## config.mk

```make
export PLATFORM = sky130hd
export DESIGN_NAME = string_to_board
export DESIGN_NICKNAME = d
export VERILOG_FILES = /design/src/rtl/string_to_board.sv
export SDC_FILE = /design/constraint.sdc
export NUM_CORES = 1
export LEC_CHECK = 0
export ABC_AREA = 1
export CAP_MARGIN = 20
export CORE_ASPECT_RATIO = 0.7
export CORE_UTILIZATION = 52
export DETAILED_ROUTE_END_ITERATION = 10
export PLACE_DENSITY = 0.86
export SYNTH_ARGS = -nofsm -noshare
export SYNTH_HDL_FRONTEND = slang
export SYNTH_SLANG_ARGS = --single-unit
```

## constraint.sdc

```tcl
create_clock -name clk -period 3.2 [get_ports clk]
set_input_delay 0.64 -clock clk [delete_from_list [all_inputs] [get_ports clk]]
set_output_delay 0.64 -clock clk [all_outputs]
set_load 0.005 [all_outputs]
```

## src/rtl/string_to_board.sv

```systemverilog
// ASCII-to-board parser: turns a byte stream of 16 decimal tile values into the
// packed 320-bit board vector (cell k at board[k*CELL_W +: CELL_W]).
module string_to_board #(
  parameter int CELL_W     = 20,
  parameter int NUM_CELLS  = 16,
  parameter int MAX_DIGITS = 6
) (
  input  logic                        clk,
  input  logic                        rst_n,
  input  logic                        start,
  input  logic [7:0]                  char_in,
  input  logic                        char_valid,
  output logic [NUM_CELLS*CELL_W-1:0] board,
  output logic [4:0]                  cells_loaded,
  output logic                        busy,
  output logic                        done,
  output logic                        error
);

  localparam int BOARD_W = NUM_CELLS * CELL_W;
  localparam int DIG_W   = $clog2(MAX_DIGITS + 1);
  localparam int IDX_W   = $clog2(NUM_CELLS);

  localparam logic [DIG_W-1:0] MAX_DIG   = DIG_W'(MAX_DIGITS);
  localparam logic [4:0]       LAST_CELL = 5'(NUM_CELLS - 1);

  typedef enum logic [1:0] {
    IDLE = 2'd0,
    SKIP = 2'd1,
    NUM  = 2'd2,
    ERR  = 2'd3
  } state_t;

  state_t              state_q, state_d;
  logic [BOARD_W-1:0]  board_q, board_d;
  logic [BOARD_W-1:0]  shadow_q, shadow_d;
  logic [CELL_W-1:0]   acc_q, acc_d;
  logic [DIG_W-1:0]    ndig_q, ndig_d;
  logic [4:0]          cells_q, cells_d;

  logic                is_digit;
  logic                is_esc;
  logic [CELL_W-1:0]   digit_val;
  logic [IDX_W-1:0]    wr_idx;

  assign is_digit  = (char_in >= 8'h30) && (char_in <= 8'h39);
  assign is_esc    = (char_in == 8'h1B);
  assign digit_val = CELL_W'(char_in[3:0]);
  assign wr_idx    = cells_q[IDX_W-1:0];

  always_ff @(posedge clk or negedge rst_n) begin
    if (!rst_n) begin
      state_q  <= IDLE;
      board_q  <= '0;
      shadow_q <= '0;
      acc_q    <= '0;
      ndig_q   <= '0;
      cells_q  <= '0;
    end else begin
      state_q  <= state_d;
      board_q  <= board_d;
      shadow_q <= shadow_d;
      acc_q    <= acc_d;
      ndig_q   <= ndig_d;
      cells_q  <= cells_d;
    end
  end

  always_comb begin
    state_d  = state_q;
    board_d  = board_q;
    shadow_d = shadow_q;
    acc_d    = acc_q;
    ndig_d   = ndig_q;
    cells_d  = cells_q;

    // start outranks any byte presented in the same cycle; that byte is dropped
    if (start) begin
      state_d  = SKIP;
      shadow_d = '0;
      acc_d    = '0;
      ndig_d   = '0;
      cells_d  = '0;
    end else if (char_valid) begin
      case (state_q)
        SKIP: begin
          if (is_digit) begin
            acc_d   = digit_val;
            ndig_d  = DIG_W'(1);
            state_d = NUM;
          end else if (is_esc) begin
            state_d = ERR;
          end
        end
        NUM: begin
          if (is_digit) begin
            if (ndig_q == MAX_DIG) begin
              state_d = ERR;
            end else begin
              acc_d  = acc_q * CELL_W'(10) + digit_val;
              ndig_d = ndig_q + DIG_W'(1);
            end
          end else if (is_esc) begin
            state_d = ERR;
          end else begin
            shadow_d[wr_idx*CELL_W +: CELL_W] = acc_q;
            cells_d = cells_q + 5'd1;
            acc_d   = '0;
            ndig_d  = '0;
            // the last cell goes straight into the committed board
            if (cells_q == LAST_CELL) begin
              board_d = shadow_d;
              state_d = IDLE;
            end else begin
              state_d = SKIP;
            end
          end
        end
        default: ;
      endcase
    end
  end

  assign board        = board_q;
  assign cells_loaded = cells_q;
  assign busy         = (state_q == SKIP) || (state_q == NUM);
  assign done         = (state_q == IDLE);
  assign error        = (state_q == ERR);

endmodule

```

==> impl_metrics.json <==
{
  "status": "finished with violations",
  "violations": "DRC, setup timing",
  "port_buffers": 339,
  "synth-seq-cells": 670,
  "fin_ws_ns": -0.482,
  "netlist_top_cells_area": "dfrtp_1, nand2_1, nand3_1, o21ai_0, inv_1",
  "synthMuxAreaShare_pct": 0,
  "hold_buffers": 0,
  "synth.net_count": 4775,
  "yosys.area.top_type": "dfrtp_1",
  "grt-ovfl-total": 0,
  "synth_compound_area_share_pct": 8.26,
  "finalPower_w": 0.0425,
  "cts_buffers": 66,
  "placed_cell_area_sq_um": 41800,
  "skew_ns": 0.0310,
  "netlist_instances": 4712,
  "yosys_warnings": 0,
  "crit_required_ns": 3.65,
  "cts.sinks": 670,
  "hold_path.class": "primary input to asynchronous set/reset pin",
  "htreeDepth": 3,
  "startpoint_type": "register",
  "cellLeakagePower_nw": 23.1,
  "netlist_area_sq_um": 34600,
  "hold_viol": 0,
  "ir_drop_mv": 1.14,
  "power_density_nw_per_um2": 915,
  "area_growth_pct": 34.0,
  "synth_top_family_by_area": "simple AND/OR/NAND/NOR gates",
  "crit_path_end_kind": "register",
  "achievable-frequency_mhz": 272,
  "wl_microns": 134000,
  "path_cells": "ha_4, ha_4, inv_4, fa_2, nand2_2, nor2_4, nand3_4, buf_6, nand3_1, o21ai_0, buf_4, inv_1, buf_4, nor2_1, buf_4, o211ai_1, nand2_1",
  "final_net_count": 5378,
  "track_usage_pct": 38.1,
  "setup_violations": 597,
  "core_sq_um": 65300,
  "tightest_slew_ns": 0.970,
  "num_rows": 78,
  "drt-pass1-iter-count": 11,
  "final_layout_size_suffix_gt1_share_pct": 18.7,
  "cts_tree": "yes",
  "syn-mean-instance-area_sq_um": 7.35,
  "crit_path_max_fanout": 14,
  "die_w_microns": 310,
  "cp_common_cell": "buf_4",
  "period_share_pct": 115,
  "clkLatencyLatePin_ns": 0.65,
  "netlist.area_leader.share_pct": 48.4,
  "vias": 37500,
  "grt_pass1_vias": 35500,
  "cts_root_buffer": "clkbuf_16",
  "grt_pass1_wl_microns": 199000,
  "synth-adder-area-share_pct": 1.91,
  "drc": 4,
  "setup_tns_ns": -64.53,
  "gp_congestion": 1.04,
  "worstSetupPathType": "register to register",
  "ys_types": 43,
  "die_y_microns": 218,
  "ios": 340,
  "synth-simple-area-share_pct": 34.0,
  "dieArea_sq_um": 67700,
  "clockBufferDepth": 3,
  "grt_max_degree": 89,
  "drt_iter0_markers": 6226,
  "wl_per_cell_microns": 21.4,
  "max_stage_delay_ns": 0.55,
  "antenna_found_initial": 3,
  "start_util_pct": 53.1,
  "avgViaCountPerCell": 6.01,
  "cap_violations": 0,
  "slew_violations": 0,
  "relSlewSlack_pct": 35.3,
  "critPathArrivalTime_ns": 4.13,
  "finalInstanceArea_sq_um": 46400,
  "synth_xor_area_share_pct": 0.228,
  "antenna_cells": 0,
  "slowest_stage": "fa_2",
  "seq_area_frac_synth_pct": 48.4,
  "ant_nets": 0,
  "rsz0062_at_grt": "true",
  "dp.final_hpwl_microns": 87600,
  "path_clk_slew_ns": 0.07,
  "fin_crit_ns": 3.68
}
==> layout by cell type, fill, tap and decap left out, types with 29 or more instances in the layout <==
cell type,n
a21oi_1,29
buf_12,56
buf_4,302
buf_6,61
clkbuf_16,69
clkdlybuf4s50_1,338
dfrtp_1,669
ha_1,45
inv_1,362
nand2_1,1801
nand2_2,133
nand2_4,31
nand3_1,435
nand3_2,139
nand4_1,56
nor2_1,121
nor2_4,42
o211ai_1,51
o21ai_0,277
o21ai_1,89
==> logic make-up (layout without fill, tap and decap cells) <==
kind of cell,Yosys count,after routing
adders and majority gates,51,51
and+or+nand+nor,2826,2826
xor gates and xnor gates,9,9
buffers and inverters,633,1283
AOI/OAI and AO/OA,523,523
DFF,670,670
==> path summary, 6_finish.rpt <==
check                           startpoint             to  slack, ns  depth (start not counted)
min in group clk               shadow_q[5]    shadow_q[5]       0.48                          2
max in group asynchronous            rst_n     board[157]       2.08                          2
hold / removal                       rst_n      board[34]       0.04                          1
hold reg to reg                shadow_q[5]    shadow_q[5]       0.48                          2
setup / recovery           cells_loaded[1]  shadow_q[186]      -0.48                         17
setup reg to reg           cells_loaded[1]  shadow_q[186]      -0.48                         17
==> power breakdown <==
part           switching (W)  internal [W]  total [W]
clock                0.00355       0.00443    0.00798
combinational         0.0163       0.00837     0.0246
sequential          0.000520       0.00935    0.00987
==> stage by stage <==
step	setup WS [ns]	util, %	hold slack (ns)	instances
6_report	-0.482	71.1	0.0412	6242
5_1_grt	-0.494	71.1	0.0834	6242
4_1_cts	-0.115	70.0	0.120	6225
3_5_place_dp	-0.381	64.0	0.459	6088
3_3_place_gp	-0.364	64.0	0.456	6088
2_1_floorplan	0.00724	-	0.344	4712
==> what timing repair did <==
item,4_1_cts,5_1_grt
pin swaps,119,56
gates resized for setup,466,169
buffers inserted,22,15
endpoints found under the setup margin,640,641
cloned,3,2
==> cells in the mapped netlist, drive strengths merged <==
cell	count
nor3	17
a22o	2
o21ai	399
a31oi	5
nand4	56
nand3	595
a22oi	6
or2	8
xor2	4
fa	3
ha	48
nor2	177
o22ai	20
o31ai	1
a31o	1
and2	1
o21a	5
a32oi	1
xnor2	5
a21oi	30
dfrtp	670
nand3b	7
o211ai	51
buf	99
clkinv	2
nand2	1965
inv	403
clkbuf	129
o21bai	2
==> final cells by class <==
cell class                 count  area (sq um)
clock buffer                  93          1860
clock inverter                22           267
fill                        4501         18900
inverter                     405          1570
multi-input combinational   3409         17300
sequential                   670         16800
tap                          880          1100
timing repair buffer         763          7570
==> routing by layer <==
metal	vias to the layer above	track usage, %	share of wire [%]
met4	6	16.4	5.5
met2	2896	55.5	42
met1	17600	52.0	38
met5	-	0	0.051
li1	16300	-	-
met3	670	12.2	14
==> worst max-delay path: cells and delay by family, from the launching register on <==
family,cells,cell delay (ns)
adders and majority gates,3,0.98
AOI/OAI and AO/OA,2,0.41
DFF,1,0.42
buffers and inverters,6,0.81
and+or+nand+nor,6,0.88
==> registers in the layout (all words and copies together) (netlist names) <==
signal	count
acc_q	20
board	320
cells_loaded	5
ndig_q	3
shadow_q	320
state_q	2
No activity file was read; power rests on OpenSTA's default activity.
